`src/rtl/apb_chk_satcnt.sv`:
```
// Saturating up-counter with synchronous clear. An increment coinciding with
// clear leaves the counter at 1 so the same-cycle event is not lost.
module apb_chk_satcnt #(
  parameter int WIDTH = 8
) (
  input  logic             clk_i,
  input  logic             rst_i,
  input  logic             clr_i,
  input  logic             inc_i,
  output logic [WIDTH-1:0] count_o
);

  logic [WIDTH-1:0] cnt_q, cnt_d;

  // Next count: clear first, then saturating increment.
  always_comb begin
    cnt_d = cnt_q;
    if (clr_i) begin
      cnt_d = inc_i ? WIDTH'(1) : '0;
    end else if (inc_i && (cnt_q != '1)) begin
      cnt_d = cnt_q + WIDTH'(1);
    end
  end

  // Count register.
  always_ff @(posedge clk_i or posedge rst_i) begin
    if (rst_i) cnt_q <= '0;
    else       cnt_q <= cnt_d;
  end

  assign count_o = cnt_q;

endmodule

```
`config.mk`:
```
export PLATFORM = sky130hd
export DESIGN_NAME = apb_chk_satcnt
export DESIGN_NICKNAME = d
export VERILOG_FILES = /design/src/rtl/apb_chk_satcnt.sv
export SDC_FILE = /design/constraint.sdc
export NUM_CORES = 1
export LEC_CHECK = 0
export BUFFER_PORTS_ARGS = -buffer_cell sky130_fd_sc_hd__buf_4
export CELL_PAD_IN_SITES_DETAIL_PLACEMENT = 2
export CELL_PAD_IN_SITES_GLOBAL_PLACEMENT = 2
export CORE_MARGIN = 2
export CORE_UTILIZATION = 25
export CTS_CLUSTER_DIAMETER = 60
export CTS_CLUSTER_SIZE = 16
export DETAILED_ROUTE_END_ITERATION = 7
export GPL_ROUTABILITY_DRIVEN = 1
export PLACE_DENSITY_LB_ADDON = 0.1
export SLEW_MARGIN = 25
export SYNTH_ARGS = -nofsm -noshare
export SYNTH_HDL_FRONTEND = slang
export SYNTH_SLANG_ARGS = --single-unit
```
`constraint.sdc`:
```
create_clock -name clk_i -period 1.5 [get_ports clk_i]
set_input_delay 0.075 -clock clk_i [delete_from_list [all_inputs] [get_ports clk_i]]
set_output_delay 0.075 -clock clk_i [all_outputs]
set_load 0.05 [all_outputs]
```
==> results of run 1 <==
[layout make-up]
| type | instances | area (um^2) | area share |
|---|---|---|---|
| Sequential cell | 8 | 203 | 0.321 |
| Clock buffer | 4 | 26.3 | 0.0417 |
| Tap cell | 25 | 31.3 | 0.0496 |
| Multi-Input combinational cell | 35 | 248 | 0.393 |
| Timing Repair Buffer | 14 | 108 | 0.171 |
| Inverter | 4 | 15.0 | 0.0238 |
[kinds of logic (layout without fill, tap and decap cells)]
| logic type | count (synthesis) | in the layout |
|---|---|---|
| AOI/OAI and AO/OA | 15 | 15 |
| adders and majority gates | 1 | 1 |
| buffers and inverters | 4 | 22 |
| DFF | 8 | 8 |
| muxes | 1 | 1 |
| and+or+nand+nor | 18 | 18 |
[worst paths after layout]
check                        endpoint  slack (ns)  cells past startpoint
max                        count_o[7]         0.1                      4
min                        count_o[4]        0.05                      2
max reg2reg                count_o[7]         0.1                      4
min reg2reg                count_o[1]        0.61                      2
max in group asynchronous  count_o[1]        0.91                      3
min in group asynchronous  count_o[7]        0.32                      3
[cells in the final DEF, fill, tap and decap left out, types with 2 or more instances in the layout]
| master | Yosys | layout |
|---|---|---|
| a211oi_1 | 3 | 3 |
| a21oi_1 | 3 | 3 |
| buf_4 | 0 | 13 |
| clkbuf_4 | 0 | 3 |
| dfrtp_1 | 8 | 6 |
| dfrtp_2 | 0 | 2 |
| inv_1 | 4 | 4 |
| nand2_1 | 6 | 6 |
| nand3_1 | 3 | 3 |
| nand4_1 | 2 | 2 |
| o21ai_0 | 2 | 2 |
| o311ai_1 | 1 | 2 |
[timing repair]
| action | 4_1_cts | 5_1_grt |
|---|---|---|
| endpoints found under the setup margin | 0 | 0 |
| endpoints found under the hold margin | 8 | 0 |
| hold buffers | 1 | 0 |
[worst register-to-register path, cell delays in order, from the launching register on]
cell and delay [ns]:
dfrtp_2 0.45, ha_4 0.19, and3_1 0.24, o311ai_1 0.29, o41ai_1 0.11
[layer usage]
| layer | global-route usage | vias up |
|---|---|---|
| met2 | 0.244 | 12 |
| met5 | 0 | - |
| met1 | 0.205 | 222 |
| li1 | - | 221 |
| met4 | 0.0857 | 0 |
| met3 | 0.0471 | 3 |
[power groups by stage]
stage | clock [mW] | combinational (mW) | sequential [mW]
floorplan | 0 | 0.0288 | 0.270
global placement | 0 | 0.0925 | 0.242
detailed placement | 0 | 0.0922 | 0.243
CTS | 0.198 | 0.0945 | 0.239
global route | 0.220 | 0.103 | 0.241
finish | 0.193 | 0.0917 | 0.239
[stage by stage]
step / utilization / power, mW / hold slack, ns / std cells
finish: 0.369 / 0.524 / 0.0489 / 90
global route: 0.369 / 0.564 / 0.0442 / 90
CTS: 0.369 / 0.532 / 0.0495 / 90
detailed placement: 0.348 / 0.335 / 0.0707 / 85
global placement: 0.348 / 0.335 / 0.0658 / 85
floorplan: - / 0.299 / -0.109 / 47
==> flow_summary.ini, run 1 <==
[timing]
finalSetupViolCount = 0
hold_viol = 0
setup_slack_ns = 0.0982
worst_slew_pin_slew_ns = 0.343
fin_crit_ns = 1.40
tns_ns = 0
finClkSkew_ns = 0.0154
maxSlewViolCount = 0
rsz0062_at_grt = false
max_freq_mhz = 713
timing.final.crit_share = 0.935
relSlewSlack = 0.771

[logic_synthesis]
synth.area.top_cells = dfrtp_1 44%, a211oi_1 5.0%, nand2_1 5.0%
synthArstFlopShare = 1.00
synth_cell_types = 24
synth_most_common_cell = dfrtp_1
syn-num-nets = 52
syn_area_per_cell_um2 = 9.58
syn_area_um2 = 450
muxShareOfSynthArea = 0.0222
ys_top_cells_by_count = 8 x dfrtp_1, 6 x nand2_1, 4 x inv_1
synth_ff_type = dfrtp_1
synth_fa_ha_area_frac = 0.0278
synth_edf_count = 0
syn_inst = 47
yosysSeqAreaShare = 0.444
synth_compound_area_frac = 0.244
netlist.area_leader.share = 0.444
synthSimpleGateAreaFrac = 0.228
synth_warnings = 0
synth_top_cell_by_area = dfrtp_1
synthXorXnorAreaFrac = 0
synth_top_family_by_area = compound AO/OA/AOI/OAI gates
yosys_register_bits = 8

[setup_path]
rr_startpoint = count_o[0]
critical_path.cell_chain = ha_4 > and3_1 > o311ai_1 > o41ai_1
crit_path_end_kind = flip-flop
critPathTopFamily = flip-flops
crit_type = reg -> reg
crit_path_start = count_o[0]
crit_path_max_fanout = 5
cp.required_ns = 1.65
cp_slowest_cell = dfrtp_2
crit_buf_inv = 0
slowest_delay_ns = 0.45
start_kind = flip-flop
arrival_ns = 1.55

[floorplan]
start_util = 0.264
die_w_um = 46.4
rows = 15
coreArea_um2 = 1710
die_area_um2 = 2160
ioPinCount = 12
chipHeight_um = 46.4

[global_routing]
track_usage = 0.162
grt_pass1_vias = 470
grt_max_degree = 9
grt_first_pass_wirelength_um = 2300
antenna_found_initial = 0
grt_overflow_total = 0

[placed_design]
detailed_place_hpwl_um = 1040
io_buffers = 11
place.gp.congestion = 0.706
placed_area_um2 = 594
pre_cts_ws_ns = 0.112

[routing]
drt-vias-per-instance = 5.09
wl_met2_um = 657
first_pass_iters = 2
maxUsedRoutingLayer = met4
wl_per_cell_um = 15.5
wirelength_met1_um = 666
drt_wl_total_um = 1400
dr_total_vias = 458
antenna_left = 0
wl_met3_um = 54
route.detailed.drc = 0
drt_iter0_drc = 8

[clock_tree]
clk_latency_ns = 0.27
h-tree-depth = 1
cts_tree = yes
postCtsSetupBuffers = 0
clk_pin_slew_worst_paths_ns = 0.07
cts_buffers = 3
cts.sinks = 8
clk_path_buf_depth = 2
cts_root_buffer = clkbuf_4
post_cts_resized = 0

[finish]
nFillCells = 205
synthToLayoutAreaGrowth_pct = 40.0
final_cell_area_um2 = 631
nNetsFinal = 71
largest_reg_flops = 8
drive_above_1_share = 0.323
num_antenna_cells = 0

[hold_path]
min_path_type = in -> reg
hold_start = clr_i

[run_status]
status = finished clean

[pwr]
power.share.switching = 0.311
p_per_area_nw_per_um2 = 830
power.leakage_nw = 0.274
p_int_mw = 0.361
power_frac_seq = 0.457
ir_worst_vdd_uv = 398
power.share.clock = 0.368
combPwrFrac = 0.175
p_sw_mw = 0.163

[flow_run]
maxCapViolations = 0
No activity file was read; power rests on OpenSTA's default activity.
==> inputs of run 2 (changes only) <==
Settings changed: ABC_AREA from default to 1, CORE_MARGIN 2 to 3, CORE_UTILIZATION 25 to 24.
==> run 2 against run 1 <==
  * Synthesized cell count increased by 49%
  * Sequential cell count stayed put
  * Register-to-register slack better by 0.06 ns
  * Utilization shrank 1.8 points
  * Largest cell class unchanged
  * First-iteration DRC count down 88%
  * Non-clock buffer count shrank 2
  * Area after synthesis increased by 10%
  * Clock skew down 0.014 ns
==> flow_summary.ini, run 2 <==
[clock_tree]
clk_latency_ns = 0.26
cts_buffers = 3
cts_tree = yes
postCtsHoldBufs = 1
clk_pin_slew_worst_paths_ns = 0.06
post_cts_resized = 0
cts.sinks = 8
cts_root_buffer = clkbuf_4
clk_path_buf_depth = 2
h-tree-depth = 1
postCtsSetupBuffers = 0

[hold_path]
min_path_type = in -> reg

[logic_synthesis]
synth.area.top_cells = dfrtp_1 40%, nand2_1 18%, inv_1 5.3%
synth_top_family_by_area = simple AND/OR/NAND/NOR gates
synth_ff_type = dfrtp_1
synth_most_common_cell = nand2_1
synth_edf_count = 0
synth_cell_types = 19
ys_top_cells_by_count = 24 x nand2_1, 8 x dfrtp_1, 7 x inv_1, 7 x nor2_1, 5 x nand3_1
syn_inst = 70
muxShareOfSynthArea = 0
syn-num-nets = 75
yosysSeqAreaShare = 0.403
synth_fa_ha_area_frac = 0.0252
netlist.area_leader.share = 0.403
synthXorXnorAreaFrac = 0.0176
synthSimpleGateAreaFrac = 0.403
syn_area_per_cell_um2 = 7.10
synth_top_cell_by_area = dfrtp_1
synth_warnings = 0
syn_area_um2 = 497
synthArstFlopShare = 1.00
synth_compound_area_frac = 0.0655
yosys_register_bits = 8

[timing]
tns_ns = 0
max_freq_mhz = 745
rsz0062_at_grt = false
setup_slack_ns = 0.158
finClkSkew_ns = 0.00118
timing.final.crit_share = 0.895
worst_slew_pin_slew_ns = 0.355
relSlewSlack = 0.763
hold_viol = 0
whs_ns = 0.102
fin_crit_ns = 1.34
maxSlewViolCount = 0
finalSetupViolCount = 0

[pwr]
power_mw = 0.516
ir_worst_vdd_uv = 318
power.leakage_nw = 0.337
p_per_area_nw_per_um2 = 800

[finish]
final_common_cell = nand2_1
final_cell_area_um2 = 646
multi_input_area_um2 = 254
nFillCells = 239
final_util = 0.351
nNetsFinal = 92
drive_above_1_share = 0.271
register_area_um2 = 203
num_antenna_cells = 0
synthToLayoutAreaGrowth_pct = 30.0
largest_reg_flops = 8
finalNonFillerCells = 110
final_cell_mix = 24 x nand2_1, 11 x buf_4, 7 x inv_1, 7 x nor2_1, 6 x dfrtp_1

[global_routing]
antenna_found_initial = 0
grt_overflow_total = 0
grt_first_pass_wirelength_um = 2600
grt_max_degree = 9
grt_pass1_vias = 544
track_usage = 0.141

[setup_path]
cpMostUsedCell = nand2_1
crit_path_end_kind = flip-flop
start_kind = flip-flop
crit_path_max_fanout = 6
arrival_ns = 1.50
crit_type = reg -> reg
cp.required_ns = 1.65
cp_slowest_cell = dfrtp_2
critical_path.cell_chain = ha_1 > nand2_1 > nor2_1 > nand2_2 > nand2_2 > nand2_4 > clkinv_4 > nand2_1 > nand2_1
slowest_delay_ns = 0.43

[placed_design]
placedCellCount = 106
io_buffers = 11
place.gp.congestion = 0.769
pre_cts_ws_ns = 0.140
detailed_place_hpwl_um = 1130
placed_area_um2 = 613

[floorplan]
chipHeight_um = 51.5
die_area_um2 = 2650
start_util = 0.270
ioPinCount = 12
die_w_um = 51.5
rows = 15
coreArea_um2 = 1840

[routing]
first_pass_iters = 2
drt-vias-per-instance = 4.58
route.detailed.drc = 0
drt_iter0_drc = 1
wl_per_cell_um = 13.3
dr_total_vias = 504
antenna_left = 0
drt_wl_total_um = 1460

[run_status]
status = finished clean

[flow_run]
maxCapViolations = 0
## run 2: final cells by class
cell class / count / share of cell area
clock buffers: 3 / 0.0349
inverters: 10 / 0.0659
multi-input cells: 52 / 0.393
well taps: 25 / 0.0484
flip-flops and latches: 8 / 0.314
repair buffers: 12 / 0.143
## run 2: path summary, 6_finish.rpt
check	startpoint	endpoint	slack, ns	cells past startpoint
worst max-delay path	count_o[0]	count_o[7]	0.16	9
worst min-delay path	clr_i	count_o[3]	0.10	4
worst max register to register	count_o[0]	count_o[7]	0.16	9
worst min register to register	count_o[1]	count_o[1]	0.53	2
max in group asynchronous	rst_i	count_o[0]	0.87	3
min in group asynchronous	rst_i	count_o[4]	0.35	3
## run 2: where the power goes
group / switching (mW) / internal [mW] / total, mW
logic: 0.0678 / 0.0313 / 0.0991
clock network: 0.0874 / 0.0926 / 0.180
registers: 0.0117 / 0.226 / 0.237
total: 0.167 / 0.349 / 0.516
## run 2: layer usage
layer | GRT usage | wire length (um)
met1 | 0.161 | 622
met2 | 0.231 | 730
met3 | 0.0344 | 63
met4 | 0.0917 | 44
met5 | 0 | 0
## run 2: worst max-delay path: cells and delay by family, from the launching register on
| family | cells | cell delay (ns) |
|---|---|---|
| simple gates | 7 | 0.51 |
| flops | 1 | 0.43 |
| fa+ha+maj | 1 | 0.22 |
| buf+inv | 1 | 0.08 |
## run 2: cell families (layout without fill, tap and decap cells)
logic type	after synthesis	count (layout)
DFF	8	8
buffers and inverters	10	25
adders and majority gates	1	1
and+or+nand+nor	44	44
xor gates and xnor gates	1	1
AOI/OAI and AO/OA	6	6
==> inputs of run 3 (changes only) <==
Settings changed: PLACE_DENSITY from default to 0.77, PLACE_DENSITY_LB_ADDON 0.1 to default.
==> run 3 against run 2 <==
  * Combinational power grew 0.7%
  * Cell count is the same
  * Register-to-register slack lost 0.05 ns
  * Sequential cell count is the same
  * Highest routed layer unchanged
  * Largest power group unchanged
==> flow_summary.ini, run 3 (synthesis gave the netlist of run 2 again) <==
[pwr]
ir_worst_vdd_uv = 367
power.leakage_nw = 0.337
p_per_area_nw_per_um2 = 811

[finish]
final_common_cell = nand2_1
multi_input_area_um2 = 254
final_cell_mix = 24 x nand2_1, 11 x buf_4, 7 x inv_1, 7 x nor2_1, 6 x dfrtp_1
drive_above_1_share = 0.271
largest_reg_flops = 8
register_area_um2 = 203
synthToLayoutAreaGrowth_pct = 30.0
nFillCells = 243
nNetsFinal = 92
num_antenna_cells = 0
final_cell_area_um2 = 646

[floorplan]
die_w_um = 51.5
chipHeight_um = 51.5
coreArea_um2 = 1840
start_util = 0.270
ioPinCount = 12
die_area_um2 = 2650
rows = 15

[timing]
rsz0062_at_grt = false
tns_ns = 0
finClkSkew_ns = 0.00425
fin_crit_ns = 1.39
maxSlewViolCount = 0
max_freq_mhz = 720
hold_viol = 0
finalSetupViolCount = 0
worst_slew_pin_slew_ns = 0.342
timing.final.crit_share = 0.926
relSlewSlack = 0.772

[setup_path]
crit_path_end_kind = flip-flop
r2r_cells = 6
crit_path_max_fanout = 5
crit_type = reg -> reg
regToRegEndpoint = count_o[7]
rr_startpoint = count_o[0]
ff2ff_setup_slack_ns = 0.11
cp.required_ns = 1.71
start_kind = flip-flop
arrival_ns = 1.60

[clock_tree]
cts_buffers = 3
cts.sinks = 8
clk_latency_ns = 0.27
clk_path_buf_depth = 2
cts_tree = yes
h-tree-depth = 1
clk_pin_slew_worst_paths_ns = 0.06
cts_root_buffer = clkbuf_4

[global_routing]
grt_max_degree = 9
antenna_found_initial = 0
track_usage = 0.132
grt_overflow_total = 0
grt_pass1_vias = 541
grt_first_pass_wirelength_um = 2480

[routing]
wl_per_cell_um = 13.1
dr_total_vias = 509
drt_iter0_drc = 12
antenna_left = 0
drt-vias-per-instance = 4.63
drt_wl_total_um = 1440
route.detailed.drc = 0
first_pass_iters = 3

[flow_run]
maxCapViolations = 0

[hold_path]
min_path_type = in -> reg
holdPathEnd = count_o[3]
min_delay_path_depth = 4
hold_start = clr_i

[placed_design]
detailed_place_hpwl_um = 1150
io_buffers = 11
placed_area_um2 = 613
place.gp.congestion = 0.710

[run_status]
status = finished clean
-- run 3: repair_timing --
item,in CTS,in global routing
hold buffers,1,0
hold endpoints to repair,8,0
resized for setup,0,0
buffers inserted,0,0
-- run 3: per-stage QoR --
stage | power [mW] | util | setup WS [ns] | instances | hold slack, ns
2_1_floorplan | 0.304 | - | 0.0656 | 70 | -0.109
3_3_place_gp | 0.340 | 0.333 | 0.165 | 106 | 0.0608
3_5_place_dp | 0.342 | 0.333 | 0.123 | 106 | 0.0669
4_1_cts | 0.523 | 0.351 | 0.110 | 110 | 0.112
5_1_grt | 0.547 | 0.351 | 0.0203 | 110 | 0.119
6_report | 0.524 | 0.351 | 0.111 | 110 | 0.103
-- run 3: where the power goes --
part	internal (mW)	total, mW	switching (mW)
clock	0.0928	0.186	0.0928
combinational	0.0314	0.0998	0.0684
sequential	0.226	0.238	0.0127
total	0.350	0.524	0.174
-- run 3: layer usage --
layer / vias up / global-route usage / part of all wire
li1: 249 / - / -
met1: 242 / 0.166 / 0.48
met2: 13 / 0.201 / 0.44
met3: 5 / 0.0344 / 0.048
met4: 0 / 0.0786 / 0.024
met5: - / 0 / 0
-- run 3: cell type report --
| class | instances | area share |
|---|---|---|
| multi-input cells | 52 | 0.393 |
| flip-flops and latches | 8 | 0.314 |
| repair buffers | 12 | 0.143 |
| inverters | 10 | 0.0659 |
| well taps | 25 | 0.0484 |
| clock buffers | 3 | 0.0349 |
-- run 3: critical path, stage by stage, from the launching register on --
cell and delay, ns:
dfrtp_2 0.43, ha_1 0.22, nand2_1 0.10, nor2_1 0.08, a21oi_1 0.28, nand4_1 0.13
nand2_1 0.08
-- run 3: worst max path at each step --
stage	from	endpoint	cells after the start
2_1_floorplan	count_o[3]	count_o[3]	8
3_3_place_gp	count_o[0]	count_o[7]	6
3_5_place_dp	count_o[0]	count_o[7]	6
4_1_cts	count_o[0]	count_o[7]	6
5_1_grt	count_o[0]	count_o[7]	6
6_report	count_o[0]	count_o[7]	6
